===== src/rtl/function_lut_core.sv =====
// Squares signed fixed-point x two ways, computed directly and looked up in a writable register table.
// Both results are registered and compared; a registered flag reports any divergence.
module function_lut_core #(
  parameter int W_X = 4,
  parameter int W_Y = 8
) (
  input  logic                  clk,
  input  logic                  rst,
  input  logic                  wr_en,
  input  logic signed [W_X-1:0] xiq,
  input  logic signed [W_Y-1:0] yiq,
  input  logic signed [W_X-1:0] xq,
  input  logic signed [W_X-1:0] xf,
  output logic signed [W_Y-1:0] yf,
  output logic signed [W_Y-1:0] yq_lut,
  output logic signed [W_Y-1:0] yq_fun,
  output logic                  mismatch
);

  localparam int DEPTH = 1 << W_X;
  localparam int PW    = 2 * W_X;
  localparam int CW    = (PW > W_Y) ? PW : W_Y;

  // Square is never negative, so the PW-bit product can be read as unsigned
  // before clamping to the largest positive W_Y value.
  function automatic logic [W_Y-1:0] fsq(input logic signed [W_X-1:0] x);
    logic signed [PW-1:0] xe;
    logic signed [PW-1:0] p;
    logic [CW-1:0]        pz;
    logic [CW-1:0]        ymax;
    xe = {{W_X{x[W_X-1]}}, x};
    p  = xe * xe;
    pz = '0;
    pz[PW-1:0] = p;
    ymax = '0;
    ymax[W_Y-2:0] = '1;
    if (pz > ymax) return ymax[W_Y-1:0];
    return pz[W_Y-1:0];
  endfunction

  logic [W_Y-1:0] tbl [DEPTH];

  assign yf = fsq(xf);

  // Entry i holds f of the two's-complement reading of i.
  always_ff @(posedge clk or posedge rst) begin
    if (rst) begin
      for (int i = 0; i < DEPTH; i++) begin
        tbl[i] <= fsq(W_X'(i));
      end
    end else if (wr_en) begin
      tbl[$unsigned(xiq)] <= yiq;
    end
  end

  // Read-first: a same-edge write to xq's entry is seen only on the next edge.
  always_ff @(posedge clk or posedge rst) begin
    if (rst) begin
      yq_lut   <= '0;
      yq_fun   <= '0;
      mismatch <= 1'b0;
    end else begin
      yq_lut   <= tbl[$unsigned(xq)];
      yq_fun   <= fsq(xq);
      mismatch <= (yq_lut != yq_fun);
    end
  end

endmodule


===== config.mk =====
export PLATFORM = sky130hd
export DESIGN_NAME = function_lut_core
export DESIGN_NICKNAME = d
export VERILOG_FILES = /design/src/rtl/function_lut_core.sv
export SDC_FILE = /design/constraint.sdc
export NUM_CORES = 1
export LEC_CHECK = 0
export CAP_MARGIN = 10
export CORE_MARGIN = 2
export CORE_UTILIZATION = 50
export DETAILED_ROUTE_END_ITERATION = 6
export PLACE_DENSITY = 0.73
export SLEW_MARGIN = 20
export SYNTH_ARGS = -nofsm -noshare
export SYNTH_HDL_FRONTEND = slang
export SYNTH_SLANG_ARGS = --single-unit

===== constraint.sdc =====
create_clock -name clk -period 5.4 [get_ports clk]
set_input_delay 0.54 -clock clk [delete_from_list [all_inputs] [get_ports clk]]
set_output_delay 0.54 -clock clk [all_outputs]
set_load 0.005 [all_outputs]

; Yosys cells after proc, flatten, opt, wreduce, memory -nomap -nowiden
; Index checks and enable logic that the tools add are counted.
; W data, S select, Z words.
[word_totals]
word_cells = 42
out_inout_bits = 25
regBits = 145
inputBits = 23
[op_classes]
multipliers = 2
n_mux = 12
eq_ne = 1
bitwise_logic = 2
reduce_logical = 1
n_lt_le_gt_ge = 5
[op_table]
columns = operator, n
row1 = $bwmux W128, 1
row2 = $mux W8, 7
row3 = $bmux W8 S4, 1
row4 = $demux W8 S4, 1
row5 = $gt A8 B7 Y1 const B, 2
row6 = $mul A4 B4 Y8, 2
row7 = $ge A5 B5 Y1 const B, 2
row8 = $not A4 Y5, 2
row9 = $ne A8 B8 Y1, 1
row10 = $lt A5 B1 Y1 const B, 1
row11 = $mux W1, 2
row12 = $logic_and A1 B1 Y1, 1

; Depth between registers and ports, before layout
; Gate-level depths: netlist of run 1.
[logic_depth]
word_depth = 6
depth_mapped = 16

; Worst setup path before layout of run 1
; OpenSTA, ideal clock, no wires.
[synth_path]
kind = input to register
from = input xq[1]
to = register yq_fun[2]
path_buffers = 3
t_required_ps = 5259
arrival_ps = 3789
stages = 14
setup_ps = 141
slack_ps = 1470
cell_sequence = buf_2 buf_2 clkbuf_1 nand2_1 fa_1 inv_1 fa_1 ha_1 inv_1 fa_1 nand2b_1 a21oi_1 xnor2_2 o21ai_0
[synth_via]
elab_chain_cells = 4
[synth_rtl]
columns = item, line_no
row1 = start: declaration, 12  ; input logic signed [W_X-1:0] xq,
row2 = $mul A4 B4 Y8 *, 32  ; p = xe * xe;
row3 = $gt A8 B7 Y1, 37  ; if (pz > ymax) return ymax[W_Y-1:0];
row4 = $mux W1, 37
row5 = $mux W8 *, 38  ; return pz[W_Y-1:0];
row6 = end signal: assignment, 64  ; yq_fun <= fsq(xq);
row7 = end: declaration, 16  ; output logic signed [W_Y-1:0] yq_fun,
; Mark *: on every way between the ends. The rest lies on a longest branch, timed or not.
; A chain may end at the register's enable or synchronous reset.

; Final worst setup path of run 1
[layout_path]
from = input xf[3]
to = output yf[2]
[layout_via]
elab_chain_cells = 4
[layout_rtl]
columns = item, line_no
row1 = start: declaration, 13  ; input logic signed [W_X-1:0] xf,
row2 = $mul A4 B4 Y8, 32
row3 = $gt A8 B7 Y1, 37
row4 = $mux W1, 37
row5 = $mux W8, 38
row6 = end: declaration, 14  ; output logic signed [W_Y-1:0] yf,
; No other way between the ends.

==> run metrics, run 1 <==
clock latency on the worst-skew pair=0.42 ns; GRT Util Overall=0.2042; first-pass GRT wire length=24700 µm; Die Area=between 15000 and 20000 µm²; core area=~15000 µm²; final hold slack=roughly 0.49 ns; max_slew headroom=0.4065; Area Overhead vs Synth=14.76%; vias post-DR=4279; Synth Instances=522; status=complete, no violations; most frequent cell after synthesis=dfrtp_1; DR pass1 iterations=4; Yosys top cell by area=dfrtp_1; top-area cell type share of the netlist area=0.3903; RSZ-0062 raised after global routing=no; peak supply drop=0.2439 mV; Final setup viols=0; Starting Density=0.5142; Post-synth EDFFs=0; number of global-route vias before repair=4566; leakage power=0.003779 µW; final wirelength=15120 µm; kind of critical path=primary input to output pin; TritonCTS Buffers=17; fin crit share=0.8789; worst-path fanout max=7; Arr. time, crit path=approximately 4.2 ns; internal power=2517 µW; root buffer cell=clkbuf_16; CP endpoint kind=output pin; Worst Skew=0.005493 ns; Critical Path RT=roughly 4.9 ns; initial antenna violation count=0; Clock Pin Slew Worst Setup and Hold Paths=0.06 ns; via/cell ratio=roughly 5.6; DIE WIDTH=126.5 µm; Final Hold Violating Endpoints=0; Overflow after GRT=0; clock buffer depth=2; metal2 WL=7438 µm; pwr/cell area=around 400 nW/µm²; top_reg_cell synth=dfrtp_1; Met1 Routed Length=6641 µm; nets=619; pre-CTS setup slack=~0.66 ns; largest net degree at the start of global routing=86; Max Freq=210.7 MHz; Slew @ Worst Pin=0.8884 ns; Post-CTS Repair Setup Buffers=0; sequential area share after synthesis=0.4849; post_cts resized=0; async set-reset flop share out of synthesis=1.000; Sw Ratio=0.2534; Remaining DRCs=0; Clock Power Share=0.326; Slew Viols, Final=0; syn avg cell area=~14 µm²; Clock Sinks=144; Max Used Layer=met4; IO Pins=48; Power Total=roughly 3400 µW; min Tclk post-route=4.746 ns; Mapped Area=7501 µm²; min setup slack post-route=around 0.65 ns; yosys warns=0; switching pwr=approximately 850 µW; Post-DRT Antenna Nets=0; routability cong.=0.7771; startpoint types=primary input; number of max-cap violations=0; floorplan row count=44; Unique masters post-synth=34; Synth Register Bits=between 100 and 150; synth top area cells=dfrtp_1 (39%), mux2_2 (17%), mux4_2 (9.6%), dfstp_2 (9.5%), ha_1 (3.5%); CTS tree=done; 1st-iter DRT viols=between 200 and 300; met3 wire length=roughly 670 µm; HP Class=register to register; IO buf count=45; H-Tree Depth=4; Inserted Diodes=0; die extent in y=126.5 µm; layout cell share with drive strength beyond 1=0.4226; post-DP HPWL=10160 µm; Comb power frac=0.229; hold buffer count at cts=0; Synth top cells by count=dfrtp_1 (117), mux2_2 (112), mux4_2 (32), nand2_1 (32); Flop pwr share=0.445; setup TNS=0 ns; DR WL/cell=19.92 µm
cells in the final DEF, fill, tap and decap left out, types with 2 or more instances in the layout:
cell type	n
nor4_1	2
dfstp_2	27
inv_1	26
nand3b_4	2
clkbuf_1	4
buf_4	5
and2_1	13
clkbuf_16	17
xnor3_1	2
xnor2_2	2
a21oi_1	5
or3_1	2
fa_1	12
nand2_1	32
a211oi_2	8
o21ai_0	2
mux2_2	112
ha_1	21
nor2_2	9
a31oi_1	9
dfrtp_1	117
clkbuf_8	4
nand2b_1	13
conb_1	2
clkinv_2	4
clkdlybuf4s50_1	44
xor2_1	13
a21o_1	3
mux4_2	32
nor2_1	7
mux2_4	16
cell type report:
class	count	area, µm²
Timing Repair Buffer	50	483.0
Fill cell	1126	5981
Clock inverter	6	57.56
Clock buffer	25	495.5
Multi-Input combinational cell	323	3598
Tap cell	184	230.2
Inverter	27	106.4
Sequential cell	144	3637
state kept, by name, summed over array words and instances, names as in the netlist:
| name | flops |
|---|---|
| tbl | 128 |
| yq_lut | 8 |
| yq_fun | 7 |
| mismatch | 1 |
metal layers:
metal	track usage	vias to the layer above
li1	-	1917
met1	0.2735	2227
met2	0.3284	109
met3	0.04007	26
met4	0.08662	0
met5	0	-
cell families (layout without fill, tap and decap cells):
family | Yosys count | count (layout) | synth area share
DFF | 144 | 144 | 0.4849
muxes | 160 | 160 | 0.2962
adders and majority gates | 33 | 33 | 0.06706
AOI/OAI and AO/OA | 27 | 27 | 0.02852
and+or+nand+nor | 84 | 84 | 0.06139
buffers and inverters | 56 | 108 | 0.03586
other | 1 | 2 | 0.0004999
xor gates and xnor gates | 17 | 17 | 0.02552
per-stage QoR:
stage	instance area, µm²	cells	util
global placement	8055	728	0.5521
floorplan	7505	523	-
finish	8608	759	0.5901
detailed placement	8055	728	0.5521
CTS	8608	759	0.5901
global route	8608	759	0.5901
path summary, 6_finish.rpt:
| kind | startpoint | to | slack [ns] | cells after the start |
|---|---|---|---|---|
| max | xf[3] | yf[2] | 0.65 | 11 |
| max in group asynchronous | rst | tbl[13] | 3.55 | 3 |
| max reg2reg | tbl[97] | yq_lut[1] | 3.82 | 4 |
| min reg2reg | yq_lut[7] | mismatch | 0.49 | 2 |
| min | yq_lut[7] | mismatch | 0.49 | 2 |
| min in group asynchronous | rst | tbl[93] | 0.64 | 2 |
worst max-delay path: stages:
cell and delay [ns]:
clkdlybuf4s50_1 0.51, ha_1 0.33, fa_1 0.64, fa_1 0.45, ha_1 0.31, ha_1 0.34, nand2b_1 0.07, a21oi_1 0.22
xnor2_2 0.20, o21ai_0 0.13, clkdlybuf4s50_1 0.46
power by group through the flow:
stage,sequential [µW],clock (µW),combinational (µW)
final,1500,1100,772
after global routing,1530,1170,845
after CTS,1500,1120,784
after detailed placement,1510,0,783
after global placement,1490,0,753
after floorplan,1480,0,551
Note: power is estimated with default switching activity, not from simulation.
==> inputs of run 2 (changes only) <==
--- a/config.mk
+++ b/config.mk
@@ -10,2 +10,3 @@
 export CORE_UTILIZATION = 50
+export CTS_BUF_LIST = sky130_fd_sc_hd__clkbuf_16
 export DETAILED_ROUTE_END_ITERATION = 6
==> constraint.sdc (replaced) <==
create_clock -name clk -period 5.4 [get_ports clk]
set_input_delay 0.81 -clock clk [delete_from_list [all_inputs] [get_ports clk]]
set_output_delay 0.81 -clock clk [all_outputs]
set_load 0.005 [all_outputs]
==> run 2 against run 1 <==
Effect of this change:
- non-clock buffer count is 2 higher
- hold slack better by 0.0073 ns
- routed wire length rose by 0.24%
- total power is 0.92% higher
- combinational power increased by 1%
==> run metrics, run 2 (same netlist as run 1, synthesis figures left out) <==
status=complete, no violations; fin cells=762; Final setup viols=0; Die Area=16000 µm²; worst-path fanout max=6; TritonCTS Buffers=17; kind of critical path=primary input to output pin; Clock Pin Slew Worst Setup and Hold Paths=0.06 ns; final hold slack=0.4995 ns; Remaining DRCs=0; min Tclk post-route=about 5.2 ns; IO Pins=48; initial antenna violation count=0; Starting Density=0.5142; floorplan row count=44; leakage power=0.003809 µW; Post-DRT Antenna Nets=0; register name with the most flops=tbl; number of global-route vias before repair=4675; met2 usage=0.3278; reg2reg path depth=4; core area=14590 µm²; Clock Sinks=144; routability cong.=0.7667; DP Area=8055 µm²; layout cell share with drive strength beyond 1=0.4170; reg2reg start=tbl[122]; final instance area=8640 µm²; most frequent cells in the layout=dfrtp_1 (117), mux2_2 (112), clkdlybuf4s50_1 (44); Hold Startpoint=tbl[25]; vias post-DR=roughly 4300; nets=621; 1st-iter DRT viols=246; max_slew headroom=0.3826; met3 Use GR=0.04766; grt peak-use layer=met2; DR WL/cell=19.89 µm; Arr. time, crit path=4.43 ns; Overflow after GRT=0; startpoint types=primary input; CP endpoint kind=output pin; Inserted Diodes=0; number of max-cap violations=0; final wirelength=between 15000 and 20000 µm; placed instance count=728; peak supply drop=0.2530 mV; R2R Setup Slk=3.81 ns; pwr/cell area=393.8 nW/µm²; Hold Path Stages=1; die extent in y=126.5 µm; root buffer cell=clkbuf_16; Slew Viols, Final=0; GRT Util Overall=0.2047; GR Util met1=0.2724; first-pass GRT wire length=24820 µm; Core Util, Final=0.5922; HP Class=register to register; CTS tree=done; clock buffer depth=2; Area Overhead vs Synth=15.18%; Worst R2R End=yq_lut[2]; clock latency on the worst-skew pair=0.43 ns; top flop regs=tbl: 128 flops, yq_lut: 8 flops, yq_fun: 7 flops; setup TNS=0 ns; largest net degree at the start of global routing=106; Max Freq=190.8 MHz; max FFs per register=128; via/cell ratio=5.684; DIE WIDTH=126.5 µm; DR pass1 iterations=5; IO buf count=45; post-DP HPWL=about 10000 µm; Critical Path RT=4.59 ns; leading cell type in the layout, fill and taps excluded=dfrtp_1; Slew @ Worst Pin=0.9261 ns; fin crit share=0.9705; Final Hold Violating Endpoints=0; Worst Skew=0.008108 ns; H-Tree Depth=4; Hold Crit Endpoint=tbl[25]
==> run 2: cell count changes in the layout (fill, tap and decap cells not counted), moves of 3 or more <==
cell / before / now
clkbuf_1: 4 / 0
clkinv_2: 4 / 1
clkinv_1: 0 / 4
inv_1: 26 / 32
clkbuf_8: 4 / 0
==> run 2: cell type report <==
class / instances / area, µm²
clock buffers: 17 / 425.4
clock inverters: 15 / 140.1
fillers: 1128 / 5949
multi-input cells: 323 / 3602
repair buffers: 52 / 498.0
inverters: 27 / 106.4
flip-flops and latches: 144 / 3637
well taps: 184 / 230.2
==> run 2: worst max-delay path, cell delays in order <==
cell and delay (ns):
clkdlybuf4s50_1 0.50, ha_1 0.31, fa_1 0.62, fa_1 0.43
ha_1 0.31, ha_1 0.35, nand2b_1 0.09, a21oi_2 0.19
xnor2_2 0.11, buf_4 0.15, nand2b_1 0.06, clkdlybuf4s50_1 0.49
==> run 2: worst max path at each step <==
stage | from | to | slack [ns]
after CTS | xf[3] | yf[2] | 0.09
after global routing | xf[3] | yf[3] | -0.008
after global placement | xf[3] | yf[2] | 0.25
final | xf[3] | yf[3] | 0.16
after detailed placement | xf[3] | yf[2] | 0.10
after floorplan | rst | mismatch | 0.77
==> run 2: per-stage QoR <==
step / worst slack [ns] / power [µW]
2_1_floorplan: 0.7684 / 2026
3_3_place_gp: 0.2503 / 2244
3_5_place_dp: 0.1007 / 2296
4_1_cts: 0.09222 / 3422
5_1_grt: -0.007534 / 3575
6_report: 0.1595 / 3402
==> run 2: timing repair <==
item                                    4_1_cts  5_1_grt
buffers inserted                              0        2
resized for setup                             0        1
endpoints found under the setup margin        0        2
hold buffers                                  0        0
==> run 2: per-layer routing <==
layer,vias to the layer above,part of all wire
li1,1929,-
met1,2270,0.44
met2,105,0.49
met3,27,0.042
met4,0,0.026
met5,-,0
==> run 2: report_power, final <==
group	leakage (µW)	internal (µW)	switching, µW
clock	0.000294	706	416
sequential	0.00170	1370	131
combinational	0.00181	480	300
total	0.00381	2550	848
==> inputs of run 3 (changes only) <==
- CTS_BUF_LIST: sky130_fd_sc_hd__clkbuf_16 -> not set
- GPL_TIMING_DRIVEN: not set -> 0
==> run 3 against run 2 <==
Effect of this change:
- combinational power barely moved
- core utilization rose by 1.1 points
- via count rose by 2.0%
- critical path depth fell by 1
==> run metrics, run 3 (same netlist as run 1, synthesis figures left out) <==
status=complete, no violations; Area Overhead vs Synth=17.28%; pwr/cell area=394.0 nW/µm²; via/cell ratio=5.641; CP endpoint kind=output pin; Post-DRT Antenna Nets=0; Max Freq=about 190 MHz; CP Launch Point=xf[3]; CTS tree=done; DR pass1 iterations=4; Starting Density=0.5142; pre-CTS setup slack=0.1531 ns; DIE WIDTH=126.5 µm; DP Area=8200 µm²; Slew Viols, Final=0; Post-CTS Repair Setup Buffers=0; Clock Pin Slew Worst Setup and Hold Paths=0.05 ns; TritonCTS Buffers=17; Core Util, Final=0.6030; Die Area=16000 µm²; fin cells=around 800; IO Pins=48; max_slew headroom=0.4919; die extent in y=126.5 µm; floorplan row count=44; layout cell share with drive strength beyond 1=0.4257; nets=642; register name with the most flops=tbl; CP max stage delay=0.60 ns; post-DP HPWL=roughly 11000 µm; number of global-route vias before repair=between 4000 and 5000; reg2reg start=tbl[98]; Hold Path Stages=2; most frequent cells in the layout=dfrtp_1 (117), mux2_2 (112), clkdlybuf4s50_1 (43); IO buf count=43; Slew @ Worst Pin=0.7622 ns; root buffer cell=clkbuf_16; min Tclk post-route=between 5 and 6 ns; Clock Sinks=144; initial antenna violation count=0; GRT Util Overall=0.2219; worst-path fanout max=7; RSZ-0062 raised after global routing=no; max FFs per register=128; core area=14590 µm²; top flop regs=tbl: 128 flops, yq_lut: 8 flops, yq_fun: 7 flops; Critical Path RT=roughly 4.6 ns; Overflow after GRT=0; leakage power=0.003869 µW; startpoint types=primary input; Remaining DRCs=0; final wirelength=16310 µm; Fillers=1130; slowest stage cell on the critical path=fa_1; Worst Skew=0.004985 ns; Worst R2R End=yq_lut[2]; reg2reg path depth=4; hold buffer count at cts=0; Final setup viols=0; largest net degree at the start of global routing=93; placed instance count=751; Hold Crit Endpoint=mismatch; clock latency on the worst-skew pair=0.42 ns; 1st-iter DRT viols=255; Inserted Diodes=0; Final Hold Violating Endpoints=0; leading cell type in the layout, fill and taps excluded=dfrtp_1; clock buffer depth=2; min setup slack post-route=0.2497 ns; fin crit share=0.9538; final instance area=between 8000 and 9000 µm²; number of max-cap violations=0; kind of critical path=primary input to output pin; Arr. time, crit path=between 4 and 5 ns; vias post-DR=4417; DR WL/cell=20.83 µm; first-pass GRT wire length=26740 µm; H-Tree Depth=4; Hold Startpoint=yq_lut[7]; Power Total=3466 µW; routability cong.=0.7741; HP Class=register to register; peak supply drop=0.3087 mV; cells along the critical path=clkdlybuf4s50_1 > ha_2 > fa_1 > fa_1 > ha_1 > ha_1 > nand2b_1 > a21oi_1 > xnor2_2 > o21ai_0 > clkdlybuf4s50_1; R2R Setup Slk=3.76 ns
[run 3: worst max-delay path, delay by kind of cell]
family                     cells  cell delay (ns)
adders and majority gates      5             1.95
buffers and inverters          2             0.97
AOI/OAI and AO/OA              2             0.35
xor gates and xnor gates       1             0.20
and+or+nand+nor                1             0.07
[run 3: layout make-up]
| class | instances | area, µm² | share of cell area |
|---|---|---|---|
| repair buffers | 44 | 457.9 | 0.05206 |
| multi-input cells | 323 | 3601 | 0.4093 |
| plain buffers | 29 | 167.7 | 0.01906 |
| flip-flops and latches | 144 | 3637 | 0.4135 |
| well taps | 184 | 230.2 | 0.02617 |
| clock inverters | 6 | 105.1 | 0.01195 |
| clock buffers | 26 | 489.2 | 0.05561 |
| inverters | 27 | 108.9 | 0.01237 |
[run 3: metal layers]
layer  share of wire  wire, µm  vias to the layer above  track usage
met3           0.051       834                       32      0.04260
met2            0.51      8304                      130       0.3731
met1            0.41      6734                     2289       0.2833
li1                -         -                     1966            -
met5               0         0                        -            0
met4           0.027       438                        0      0.09373
[run 3: worst max path at each step]
| stage | depth (start not counted) | endpoint | slack, ns |
|---|---|---|---|
| after floorplan | 1 | mismatch | 0.77 |
| after global placement | 2 | tbl[26] | -0.96 |
| after detailed placement | 11 | yf[2] | 0.15 |
| after CTS | 11 | yf[2] | 0.13 |
| after global routing | 11 | yf[2] | 0.007 |
| final | 11 | yf[2] | 0.25 |
[run 3: timing repair]
action | in CTS | in global routing
endpoints found under the hold margin | 0 | 0
endpoints found under the setup margin | 0 | 1
resized for setup | 0 | 1
[run 3: power breakdown]
part / switching (µW) / internal (µW) / total, µW
Clock: 422 / 761 / 1180
Sequential: 137 / 1370 / 1510
Combinational: 299 / 479 / 779
[run 3: metrics by stage]
step,hold WS [ns],TNS [ns]
global route,0.5157,0
detailed placement,0.4902,0
CTS,0.5021,0
floorplan,0.4738,0
global placement,0.4816,-111.89
finish,0.4973,0
